[src/rtl/gcd_pkg.sv]
// gcd_pkg: shared message types, client states and a linetrace helper
package gcd_pkg;
  typedef struct packed {
    logic [15:0] a0;
    logic [15:0] b0;
    logic [7:0]  step_a;
    logic [7:0]  step_b;
    logic [15:0] count;
  } gcd_cmd_t;
  typedef struct packed {
    logic [15:0] a;
    logic [15:0] b;
  } gcd_req_t;
  typedef logic [15:0] gcd_resp_t;
  typedef struct packed {
    logic [31:0] sum;
    logic [15:0] max;
  } gcd_result_t;
  typedef enum logic [1:0] {IDLE, RUN, DONE} gcd_client_state_e;
  function automatic string trace(input logic [1:0] st, input logic [15:0] issued, input logic [15:0] received, input int outstanding);
    return $sformatf("%s iss=%0d rcv=%0d out=%0d", st == IDLE ? "IDLE" : st == RUN ? "RUN " : "DONE", issued, received, outstanding);
  endfunction
endpackage

[src/rtl/gcd_client_if.sv]
// gcd_client_if: val/rdy stream; a transfer fires when val and rdy are both high
interface gcd_client_if #(parameter int W = 32) ();
  logic         val;
  logic         rdy;
  logic [W-1:0] msg;
  modport master (output val, output msg, input rdy);
  modport slave (input val, input msg, output rdy);
endinterface

[src/rtl/gcd_client_credit.sv]
// gcd_client_credit: in-flight request counter, saturating issue at p_max_outstanding
module gcd_client_credit #(
  parameter int p_max_outstanding = 4,
  localparam int OW = $clog2(p_max_outstanding + 1)
) (
  input  logic          clk,
  input  logic          rst,
  input  logic          clr,
  input  logic          inc,
  input  logic          dec,
  output logic [OW-1:0] count,
  output logic          full
);
  assign full = count == OW'(p_max_outstanding);
  always_ff @(posedge clk) begin
    if (rst || clr) count <= '0;
    else if (inc && !dec) count <= count + OW'(1);
    else if (dec && !inc) count <= count - OW'(1);
  end
endmodule

[src/rtl/gcd_client.sv]
// gcd_client: turns one batch command into pipelined GCD requests and returns {sum,max}
module gcd_client
  import gcd_pkg::*;
#(
  parameter int p_max_outstanding = 4
) (
  input logic          clk,
  input logic          rst,
  gcd_client_if.slave  cmd,
  gcd_client_if.master req,
  gcd_client_if.slave  resp,
  gcd_client_if.master result
);
  localparam logic [1:0] ST_IDLE = IDLE;
  localparam logic [1:0] ST_RUN = RUN;
  localparam logic [1:0] ST_DONE = DONE;
  localparam int OW = $clog2(p_max_outstanding + 1);
  logic [1:0]    state;
  gcd_cmd_t      nc;
  gcd_resp_t     rmsg;
  logic [7:0]    step_a, step_b;
  logic [15:0]   count, a_cur, b_cur, issued, received, mx;
  logic [31:0]   sum;
  logic [OW-1:0] outstanding;
  logic          full, cmd_fire, req_fire, resp_fire, result_fire;
  assign nc = cmd.msg;
  assign rmsg = resp.msg;
  assign cmd.rdy = state == ST_IDLE;
  assign req.val = state == ST_RUN && issued < count && !full;
  assign req.msg = gcd_req_t'{a: a_cur, b: b_cur};
  assign resp.rdy = state == ST_RUN;
  assign result.val = state == ST_DONE;
  assign result.msg = gcd_result_t'{sum: sum, max: mx};
  assign cmd_fire = cmd.val && cmd.rdy;
  assign req_fire = req.val && req.rdy;
  assign resp_fire = resp.val && resp.rdy;
  assign result_fire = result.val && result.rdy;
  gcd_client_credit #(.p_max_outstanding(p_max_outstanding)) credit (
    .clk(clk),
    .rst(rst),
    .clr(cmd_fire),
    .inc(req_fire),
    .dec(resp_fire),
    .count(outstanding),
    .full(full)
  );
  // cmd fires only in IDLE and req/resp only in RUN, so the updates below never collide
  always_ff @(posedge clk) begin
    if (rst) begin
      state <= ST_IDLE;
      {step_a, step_b, count, a_cur, b_cur, issued, received, mx, sum} <= '0;
    end else begin
      state <= state == ST_IDLE && cmd_fire ? ST_RUN :
               state == ST_RUN && received == count ? ST_DONE :
               state == ST_DONE && result_fire ? ST_IDLE : state;
      if (cmd_fire) begin
        {a_cur, b_cur, step_a, step_b, count} <= nc;
        {issued, received, mx, sum} <= '0;
      end
      if (req_fire) begin
        a_cur <= a_cur + {8'd0, step_a};
        b_cur <= b_cur + {8'd0, step_b};
        issued <= issued + 16'd1;
      end
      if (resp_fire) begin
        sum <= sum + {16'd0, rmsg};
        mx <= rmsg > mx ? rmsg : mx;
        received <= received + 16'd1;
      end
    end
  end
endmodule

[src/flat_wrapper.sv]
// flat-port wrapper written by rule: the top's interface ports become plain ports
module gcd_client_flat import gcd_pkg::*;
#(
  parameter int p_max_outstanding = 4
)
  (clk, rst, cmd_val, cmd_msg, cmd_rdy, req_val, req_msg, req_rdy, resp_val, resp_msg, resp_rdy, result_val, result_msg, result_rdy);
  gcd_client_if #(.W(64)) cmd_i ();
  gcd_client_if #(.W(32)) req_i ();
  gcd_client_if #(.W(16)) resp_i ();
  gcd_client_if #(.W(48)) result_i ();
  input logic clk;
  input logic rst;
  input wire logic [$bits(cmd_i.val)-1:0] cmd_val;
  input wire logic [$bits(cmd_i.msg)-1:0] cmd_msg;
  output wire logic [$bits(cmd_i.rdy)-1:0] cmd_rdy;
  output wire logic [$bits(req_i.val)-1:0] req_val;
  output wire logic [$bits(req_i.msg)-1:0] req_msg;
  input wire logic [$bits(req_i.rdy)-1:0] req_rdy;
  input wire logic [$bits(resp_i.val)-1:0] resp_val;
  input wire logic [$bits(resp_i.msg)-1:0] resp_msg;
  output wire logic [$bits(resp_i.rdy)-1:0] resp_rdy;
  output wire logic [$bits(result_i.val)-1:0] result_val;
  output wire logic [$bits(result_i.msg)-1:0] result_msg;
  input wire logic [$bits(result_i.rdy)-1:0] result_rdy;
  assign cmd_i.val = cmd_val;
  assign cmd_i.msg = cmd_msg;
  assign cmd_rdy = cmd_i.rdy;
  assign req_val = req_i.val;
  assign req_msg = req_i.msg;
  assign req_i.rdy = req_rdy;
  assign resp_i.val = resp_val;
  assign resp_i.msg = resp_msg;
  assign resp_rdy = resp_i.rdy;
  assign result_val = result_i.val;
  assign result_msg = result_i.msg;
  assign result_i.rdy = result_rdy;
  gcd_client #(.p_max_outstanding(p_max_outstanding)) u_core (.clk(clk), .rst(rst), .cmd(cmd_i), .req(req_i), .resp(resp_i), .result(result_i));
endmodule
[config.mk]
export PLATFORM = sky130hd
export DESIGN_NAME = gcd_client_flat
export DESIGN_NICKNAME = d
export VERILOG_FILES = /design/src/rtl/gcd_pkg.sv /design/src/rtl/gcd_client_if.sv /design/src/rtl/gcd_client_credit.sv /design/src/rtl/gcd_client.sv /design/src/flat_wrapper.sv
export SDC_FILE = /design/constraint.sdc
export NUM_CORES = 1
export LEC_CHECK = 0
export ABC_AREA = 1
export ABC_CLOCK_PERIOD_IN_PS = 3250
export CAP_MARGIN = 20
export CORE_ASPECT_RATIO = 0.6
export CORE_UTILIZATION = 54
export CTS_BUF_LIST = sky130_fd_sc_hd__clkbuf_4 sky130_fd_sc_hd__clkbuf_8 sky130_fd_sc_hd__clkbuf_16
export DETAILED_ROUTE_END_ITERATION = 8
export PLACE_DENSITY = 0.81
export SETUP_SLACK_MARGIN = 0.1
export SYNTH_ARGS = -nofsm -noshare
export SYNTH_HDL_FRONTEND = slang
export SYNTH_SLANG_ARGS = --single-unit
export TNS_END_PERCENT = 10
[constraint.sdc]
create_clock -name clk -period 3.25 [get_ports clk]
set_clock_uncertainty 0.1 [all_clocks]
set_input_delay 0.4875 -clock clk [delete_from_list [all_inputs] [get_ports clk]]
set_output_delay 0.4875 -clock clk [all_outputs]
set_load 0.01 [all_outputs]
==> summary.md, run 1 <==
| Metric | Value |
|---|---|
| Result of the run | finished clean |
| Antenna violations before repair | 0 |
| WL final | 29450 microns |
| Area grow syn2layout | 25.59% |
| Crit. End Element | output pin |
| P_leak | approximately 5.3 nW |
| Hpwl dp | around 21000 microns |
| CTS HTree Levels | 4 |
| I/O pins | 170 |
| Crit path max-delay cell type | clkdlybuf4s50_1 |
| VDD IR max | 0.3852 mV |
| Number of global-route vias before repair | 9155 |
| Register area share after synthesis | 30.48% |
| Final Hold Viols | 0 |
| Period minus WS final | 3.023 ns |
| Nets@finish | approximately 1800 |
| RSZ-0062 raised after global routing | no |
| Distinct cells, synth | 44 |
| Grt ovf | 0 |
| Hold_buf cts | 0 |
| Setup TNS | 0 ns |
| Worst Max-Slew Pin Slew | 0.9417 ns |
| Worst path arrival time | about 2.4 ns |
| Number of diodes | 0 |
| Core Util, Final | 70.60% |
| Ys flop type | dfxtp_1 |
| Cell Chain, Critical Path | inv_1 -> ha_1 -> nand2_1 -> inv_1 -> nor3_1 -> nand2_1 -> nand2_1 -> nand2_1 -> nand2_2 -> nand2_1 -> inv_1 -> clkdlybuf4s50_1 |
| Crit path buf inv count | 4 |
| DP Cell Count | approximately 1800 |
| Number of buffers created by CTS | 17 |
| Clock Sinks | 149 |
| Overall die area | 18680 sq um |
| CTS clock-pin slew for the worst setup and hold paths | around 0.060 ns |
| Tcrit/Tclk final | 93.02% |
| Clock share of power | 42.0% |
| Post-synth top cells | nand2_1, dfxtp_1, nor2_1, a21oi_1, inv_1 |
| # port buffers | 169 |
| CP Launch Type | register |
| Main area contributors after synthesis | dfxtp_1, nand2_1, ha_1 |
| Syn_nets | 1645 |
| R2R Path Start | u_core.count[3] |
| Syn Std Cell Area | 9786 sq um |
| Most frequent cell on the critical path | nand2_1 |
| Required time worst endpoint | 2.66 ns |
| First-pass GRT wire length | 47240 microns |
| Routed Antenna Nets | 0 |
| Wire per inst | 15.73 microns |
| Final setup viols | 0 |
| GR Util All Layers | 31.80% |
| Internal Power | ~0.0039 W |
| Asr flop ratio synth | 0% |
| Max Clock Freq | around 330 MHz |
| Synthesis Warnings | 0 |
| Hold Path Class | reg -> reg |
| Root Buffer Master | clkbuf_16 |
| CP max stage delay | 0.52 ns |
| Max_slew headroom | 37.22% |
| Max-cap viol count | 0 |
| CP delay by family, top | buffers and inverters |
| CP max FO | 3 |
| FP Rows | 37 |
| Placer Congestion | 0.9577 |
| DR vias | 10460 |
| CTS Buffer Depth | 2 |
| Hold Path Origin | u_core.received[15] |
| Yosys reg bits | approximately 150 |
| Top-count cell post-synth | nand2_1 |
| Initial DRC count | 1073 |
| Psw | 0.001569 W |
| Worst Setup SP | u_core.count[7] |
| Sequential share of power | 37.1% |
| EDFF count, synth | 0 |
| Ratio of cells with drive above 1 in the final layout | under 10% |
| Initial Utilization | around 56% |
| Total power | 0.005481 W |
| Slew Limit Fails | 0 |
| Clock latency on the worst-skew pair | 0.42 ns |
| Pin count of the biggest net entering global routing | around 140 |
| CTS tree | yes |
| Die H | between 100 and 150 microns |
| DRC viols | 0 |
| Die Width | 175.8 microns |
| Yosys top cell area share | 30.48% |
| Core Box Area | 17410 sq um |
| Switching Fraction | 28.63% |
| Non-Filler Instances | 1872 |
| Mapped Cells | 1489 |
| WS Path Type | reg -> out |
| Average cell area after synthesis | 6.572 sq um |
| Combinational share of power | a little over a fifth |
| Cell taking the most area after synthesis | dfxtp_1 |
| Pwr/cell area | 446.0 nW/um^2 |
| DRT Pass-1 Iters | 6 |
| Vias per inst | ~5.6 |
worst reg2reg max path: stages, from the launching register on:
cell and delay [ns]:
dfxtp_1 0.32, inv_1 0.08, ha_1 0.31, nand2_1 0.06
inv_1 0.04, nand2_1 0.05, nand2_1 0.08, nand2_1 0.06
nand2_1 0.06, nand2_1 0.06, nand2_1 0.10, nand2_2 0.09
nand3_2 0.08, buf_4 0.58, nand2_1 0.34, nor2_1 0.17
nor2_1 0.05, nor2_1 0.07
metal layers:
metal	track usage, %	part of all wire (%)
met5	0	0
met2	44.52	40
met1	48.55	49
met4	6.646	0.88
met3	7.368	9.9
power by group through the flow:
| stage | combinational (W) | clock [W] | sequential [W] |
|---|---|---|---|
| floorplan | 0.000665 | 0 | 0.00208 |
| detailed placement | 0.00113 | 0 | 0.00207 |
| CTS | 0.00113 | 0.00232 | 0.00203 |
| global route | 0.00127 | 0.00240 | 0.00204 |
| finish | 0.00115 | 0.00230 | 0.00203 |
| global placement | 0.00110 | 0 | 0.00207 |
path summary, 6_finish.rpt:
check,endpoint,slack (ns),depth (start not counted)
setup / recovery,req_val,0.23,12
hold / removal,u_core.received[15],0.38,2
setup reg to reg,u_core.a_cur[0],0.48,17
hold reg to reg,u_core.received[15],0.38,2
flip-flops by register name, indices dropped and copies added (netlist names):
name,flops
u_core.count,16
u_core.mx,16
u_core.credit.count,3
u_core.state,2
u_core.received,16
u_core.sum,32
u_core.step_a,8
u_core.issued,16
u_core.step_b,8
u_core.b_cur,16
u_core.a_cur,16
kinds of logic after synthesis:
group,Yosys count,share of synthesized area (%)
AO/OA/AOI/OAI,262,14.61
buffers and inverters,208,8.656
AND/OR/NAND/NOR,768,34.13
adder cells (fa/ha/maj),70,9.257
flip-flops,149,30.48
XOR/XNOR,32,2.864
cells in the final DEF, fill, tap and decap left out, types with 5 or more instances in the layout:
master | Yosys | layout
nor3_1 | 21 | 21
a21boi_0 | 16 | 16
nand4_1 | 46 | 46
xnor2_1 | 15 | 15
a21oi_1 | 138 | 137
o21ai_0 | 71 | 71
buf_4 | 5 | 12
nor4_1 | 5 | 5
nand3_1 | 114 | 114
clkdlybuf4s50_1 | 0 | 168
nand3b_1 | 11 | 11
dfxtp_1 | 149 | 149
nand2_1 | 399 | 398
or2_2 | 6 | 6
nor2_1 | 148 | 148
inv_1 | 138 | 137
o21ai_1 | 6 | 6
a211oi_1 | 8 | 8
clkbuf_16 | 0 | 17
ha_1 | 66 | 66
a21o_1 | 5 | 5
xor2_1 | 17 | 17
bufinv_16 | 0 | 6
layout make-up:
class                   instances  area (sq um)
inverters                     142         533.0
multi-input cells            1132          5967
flip-flops and latches        149          2983
well taps                     234         292.8
repair buffers                184          1837
clock inverters                11         222.7
clock buffers                  20         454.2
fillers                      1488          5117
metrics by stage:
stage | area, sq um | worst slack, ns | hold WS (ns)
4_1_cts | 12290 | 0.2380 | 0.3812
3_5_place_dp | 11610 | 0.2165 | 0.3720
6_report | 12290 | 0.2269 | 0.3829
5_1_grt | 12290 | 0.1025 | 0.4112
3_3_place_gp | 11610 | 0.2864 | 0.3642
2_1_floorplan | 9786 | 0.4809 | 0.3448
timing repair:
action	4_1_cts	5_1_grt
endpoints found under the setup margin	0	1
resized for setup	0	1
setup buffers	0	0
Power figures use the tool's default switching activity.
==> run 2: changes to the inputs <==
--- a/config.mk
+++ b/config.mk
@@ -7,7 +7,7 @@
 export LEC_CHECK = 0
 export ABC_AREA = 1
 export ABC_CLOCK_PERIOD_IN_PS = 3250
-export CAP_MARGIN = 20
+export CAP_MARGIN = 0
 export CORE_ASPECT_RATIO = 0.6
 export CORE_UTILIZATION = 54
 export CTS_BUF_LIST = sky130_fd_sc_hd__clkbuf_4 sky130_fd_sc_hd__clkbuf_8 sky130_fd_sc_hd__clkbuf_16
==> results of run 2 <==
The final DEF is identical to that of run 1; final timing and power are the same.
==> run 3: changes to the inputs <==
--- a/config.mk
+++ b/config.mk
@@ -6,11 +6,10 @@
 export NUM_CORES = 1
 export LEC_CHECK = 0
 export ABC_AREA = 1
-export ABC_CLOCK_PERIOD_IN_PS = 3250
+export ABC_CLOCK_PERIOD_IN_PS = 2800
 export CAP_MARGIN = 0
 export CORE_ASPECT_RATIO = 0.6
 export CORE_UTILIZATION = 54
-export CTS_BUF_LIST = sky130_fd_sc_hd__clkbuf_4 sky130_fd_sc_hd__clkbuf_8 sky130_fd_sc_hd__clkbuf_16
 export DETAILED_ROUTE_END_ITERATION = 8
 export PLACE_DENSITY = 0.81
 export SETUP_SLACK_MARGIN = 0.1
==> constraint.sdc (replaced) <==
create_clock -name clk -period 2.8 [get_ports clk]
set_clock_uncertainty 0.1 [all_clocks]
set_input_delay 0.42 -clock clk [delete_from_list [all_inputs] [get_ports clk]]
set_output_delay 0.42 -clock clk [all_outputs]
set_load 0.01 [all_outputs]
==> run 3 against run 2 <==
  * Via count rose by 0.95%
  * Utilization increased by 1.5 points
  * Critical path depth up 6
  * Final cell count grew 1.9%
  * Setup slack worse by 0.11 ns
  * Hold slack better by 0.0093 ns
  * First-iteration DRC count fell by 2.6%
  * Combinational power increased by 20%
  * Wire length up 2.4%
  * Flip-flop and latch count unchanged
  * Register-to-register slack lost 0.37 ns
  * Largest cell class unchanged
  * Highest routed layer is now met5
==> summary.md, run 3 (synthesized netlist as in run 1, its figures left out) <==
| Metric | Value |
|---|---|
| Clock Sinks | 149 (unchanged) |
| Die H | 106.3 microns (unchanged) |
| Worst Max-Slew Pin Slew | 1.140 ns (+0.1982 ns) |
| Number of global-route vias before repair | 9543 (+4.2%) |
| Clock latency on the worst-skew pair | 0.43 ns (about the same) |
| Placer Congestion | 0.9596 (+0.20%) |
| Critical Path End | u_core.credit.count[2] |
| DRC viols | 0 (unchanged) |
| Post-Route M1 WL | 14830 microns (+1.9%) |
| Cell Chain, Critical Path | inv_1 -> ha_1 -> nand2_2 -> nor2_1 -> nor3_1 -> nand2_1 -> nand2_1 -> nand2_1 -> nand2_2 -> nand3_4 -> inv_2 -> ha_1 -> inv_1 -> fa_2 -> a21oi_1 -> o21ai_1 -> buf_4 -> a21oi_1 |
| CP delay by family, top | adder cells |
| Crit. End Element | register |
| Core Util, Final | 72.13% (+1.5 points) |
| Wire per inst | 15.81 microns (+0.49%) |
| Grt ovf | 0 (unchanged) |
| Result of the run | finished clean |
| Commonest cells after routing, fill and taps aside | nand2_1, clkdlybuf4s50_1, nor2_1, dfxtp_1, inv_1 |
| GR Util All Layers | 32.49% (+0.69 points) |
| Routed Antenna Nets | 0 (unchanged) |
| Worst Setup SP | u_core.count[6] |
| Metal3 WL | 2809 microns (-3.6%) |
| Crit path max-delay cell type | fa_2 |
| Max-cap viol count | 0 (unchanged) |
| Pwr/cell area | 494.9 nW/um^2 (+11%) |
| Die Width | 175.8 microns (unchanged) |
| First-pass GRT wire length | 48360 microns (+2.4%) |
| CTS Buffer Depth | 2 (unchanged) |
| WL final | 30150 microns (+2.4%) |
| Non-Filler Instances | 1907 (+1.9%) |
| Root Buffer Master | clkbuf_16 |
| RSZ-0062 raised after global routing | yes |
| DR top layer | met5 |
| Antenna violations before repair | 1 (+1) |
| Number of diodes | 0 (unchanged) |
| Hpwl dp | 21250 microns (+1.5%) |
| Initial DRC count | 1045 (-2.6%) |
| DR vias | 10559 (+0.95%) |
| Commonest non-fill, non-tap cell in the layout | nand2_1 |
| # port buffers | 169 (unchanged) |
| Nets@finish | 1816 (+1.9%) |
| Final setup viols | 0 (unchanged) |
| Number of buffers created by CTS | 17 (unchanged) |
| DP Cell Count | 1872 (+1.7%) |
| CTS clock-pin slew for the worst setup and hold paths | 0.07 ns (about the same) |
| Area grow syn2layout | 28.31% |
| CP max stage delay | 0.34 ns (-0.18 ns) |
| Worst path arrival time | 2.94 ns (+0.50 ns) |
| Max_slew headroom | 23.73% (-13 points) |
| Core Box Area | 17410 sq um (unchanged) |
| Initial Utilization | 56.22% (unchanged) |
| WS Path Type | reg -> reg |
| Pin count of the biggest net entering global routing | 79 (-44%) |
| Ratio of cells with drive above 1 in the final layout | 7.651% (+3.0 points) |
| FP Rows | 37 (unchanged) |
| R2r setup slk | 0.11 ns (-0.37 ns) |
| Period minus WS final | 2.688 ns |
| Max FFs per register | 32 (unchanged) |
| VDD IR max | 0.4058 mV (+5.3%) |
| Overall die area | 18680 sq um (unchanged) |
| Slew Limit Fails | 0 (unchanged) |
| Final Hold Viols | 0 (unchanged) |
| R2R Path Start | u_core.count[6] |
| CP max FO | 3 (unchanged) |
| Hold Path Class | reg -> reg |
| Largest reg by FF count | u_core.sum |
| DRT Pass-1 Iters | 6 (unchanged) |
| CP Launch Type | register |
| CTS tree | yes |
| Vias per inst | 5.537 (-0.91%) |
| Tcrit/Tclk final | 96.00% |
| I/O pins | 170 (unchanged) |
| Routed wl met2 | 12130 microns (+3.4%) |
| Max Clock Freq | between 300 and 400 MHz |
| CTS HTree Levels | 4 (unchanged) |
| Crit path buf inv count | 4 (unchanged) |
| CP Depth | 18 (+6) |
| Required time worst endpoint | 3.05 ns (+0.39 ns) |
| R2R depth | 18 (+1) |
| FF-to-FF End | u_core.credit.count[2] |
| P_leak | 5.385 nW (+2.3%) |
| Total power | 0.006214 W (+13%) |
| Most frequent cell on the critical path | nand2_1 |
| Hold_buf cts | 0 (unchanged) |
run 3: cell types whose count changed in the layout (fill, tap and decap cells not counted), moves of 3 or more:
cell        change
clkinvlp_4      +4
ha_4            +4
dfxtp_2         +4
ha_1            -4
buf_4          +35
a21oi_2         +3
dfxtp_1         -4
a21oi_1         -3
bufinv_16       -3
run 3: through the flow:
| stage | hold WS [ns] | TNS, ns | area (sq um) | worst slack (ns) |
|---|---|---|---|---|
| floorplan | 0.3485 | 0 | 9792 | 0.1024 |
| global placement | 0.3656 | -0.1483 | 11820 | -0.06761 |
| detailed placement | 0.3767 | -0.4336 | 11820 | -0.1099 |
| CTS | 0.3918 | 0 | 12470 | 0.1021 |
| global route | 0.3995 | -0.05278 | 12560 | -0.05278 |
| finish | 0.3922 | 0 | 12560 | 0.1119 |
run 3: worst min path at each step:
stage,endpoint,startpoint,slack [ns],cells after the start
4_1_cts,u_core.received[15],u_core.received[15],0.39,2
2_1_floorplan,u_core.count[0],u_core.count[0],0.35,2
3_5_place_dp,u_core.received[15],u_core.received[15],0.38,2
5_1_grt,u_core.received[15],u_core.received[15],0.40,2
3_3_place_gp,u_core.received[15],u_core.received[15],0.37,2
6_report,u_core.step_b[3],u_core.step_b[3],0.39,2
run 3: per-layer routing:
layer,track usage (%),vias to the layer above
li1,-,5268
met1,48.36,4800
met2,46.47,449
met3,8.548,40
met4,6.398,2
met5,0,-
run 3: layout make-up:
class | instances | area, sq um
Timing Repair Buffer | 218 | 2066
Sequential cell | 149 | 2988
Clock buffer | 19 | 452.9
Fill cell | 1449 | 4851
Inverter | 142 | 535.5
Tap cell | 234 | 292.8
Multi-Input combinational cell | 1132 | 6050
Clock inverter | 13 | 171.4
run 3: timing repair:
action,4_1_cts,5_1_grt
endpoints found under the hold margin,0,0
setup buffers,2,1
pin swaps,2,4
setup endpoints to repair,2,33
resized for setup,5,19
run 3: worst reg2reg max path, delay by kind of cell, from the launching register on:
kind / cells / cell delay [ns]
AOI/OAI and AO/OA: 3 / 0.37
adders and majority gates: 3 / 0.76
buffers and inverters: 4 / 0.34
DFF: 1 / 0.33
and+or+nand+nor: 8 / 0.71
run 3: power by group:
part           total, W  leakage, nW  switching (W)  internal (W)
Clock           0.00248        0.289        0.00101       0.00146
Sequential      0.00236         1.22       0.000113       0.00224
Combinational   0.00138         3.88       0.000774      0.000607
Total           0.00621         5.39        0.00190       0.00432
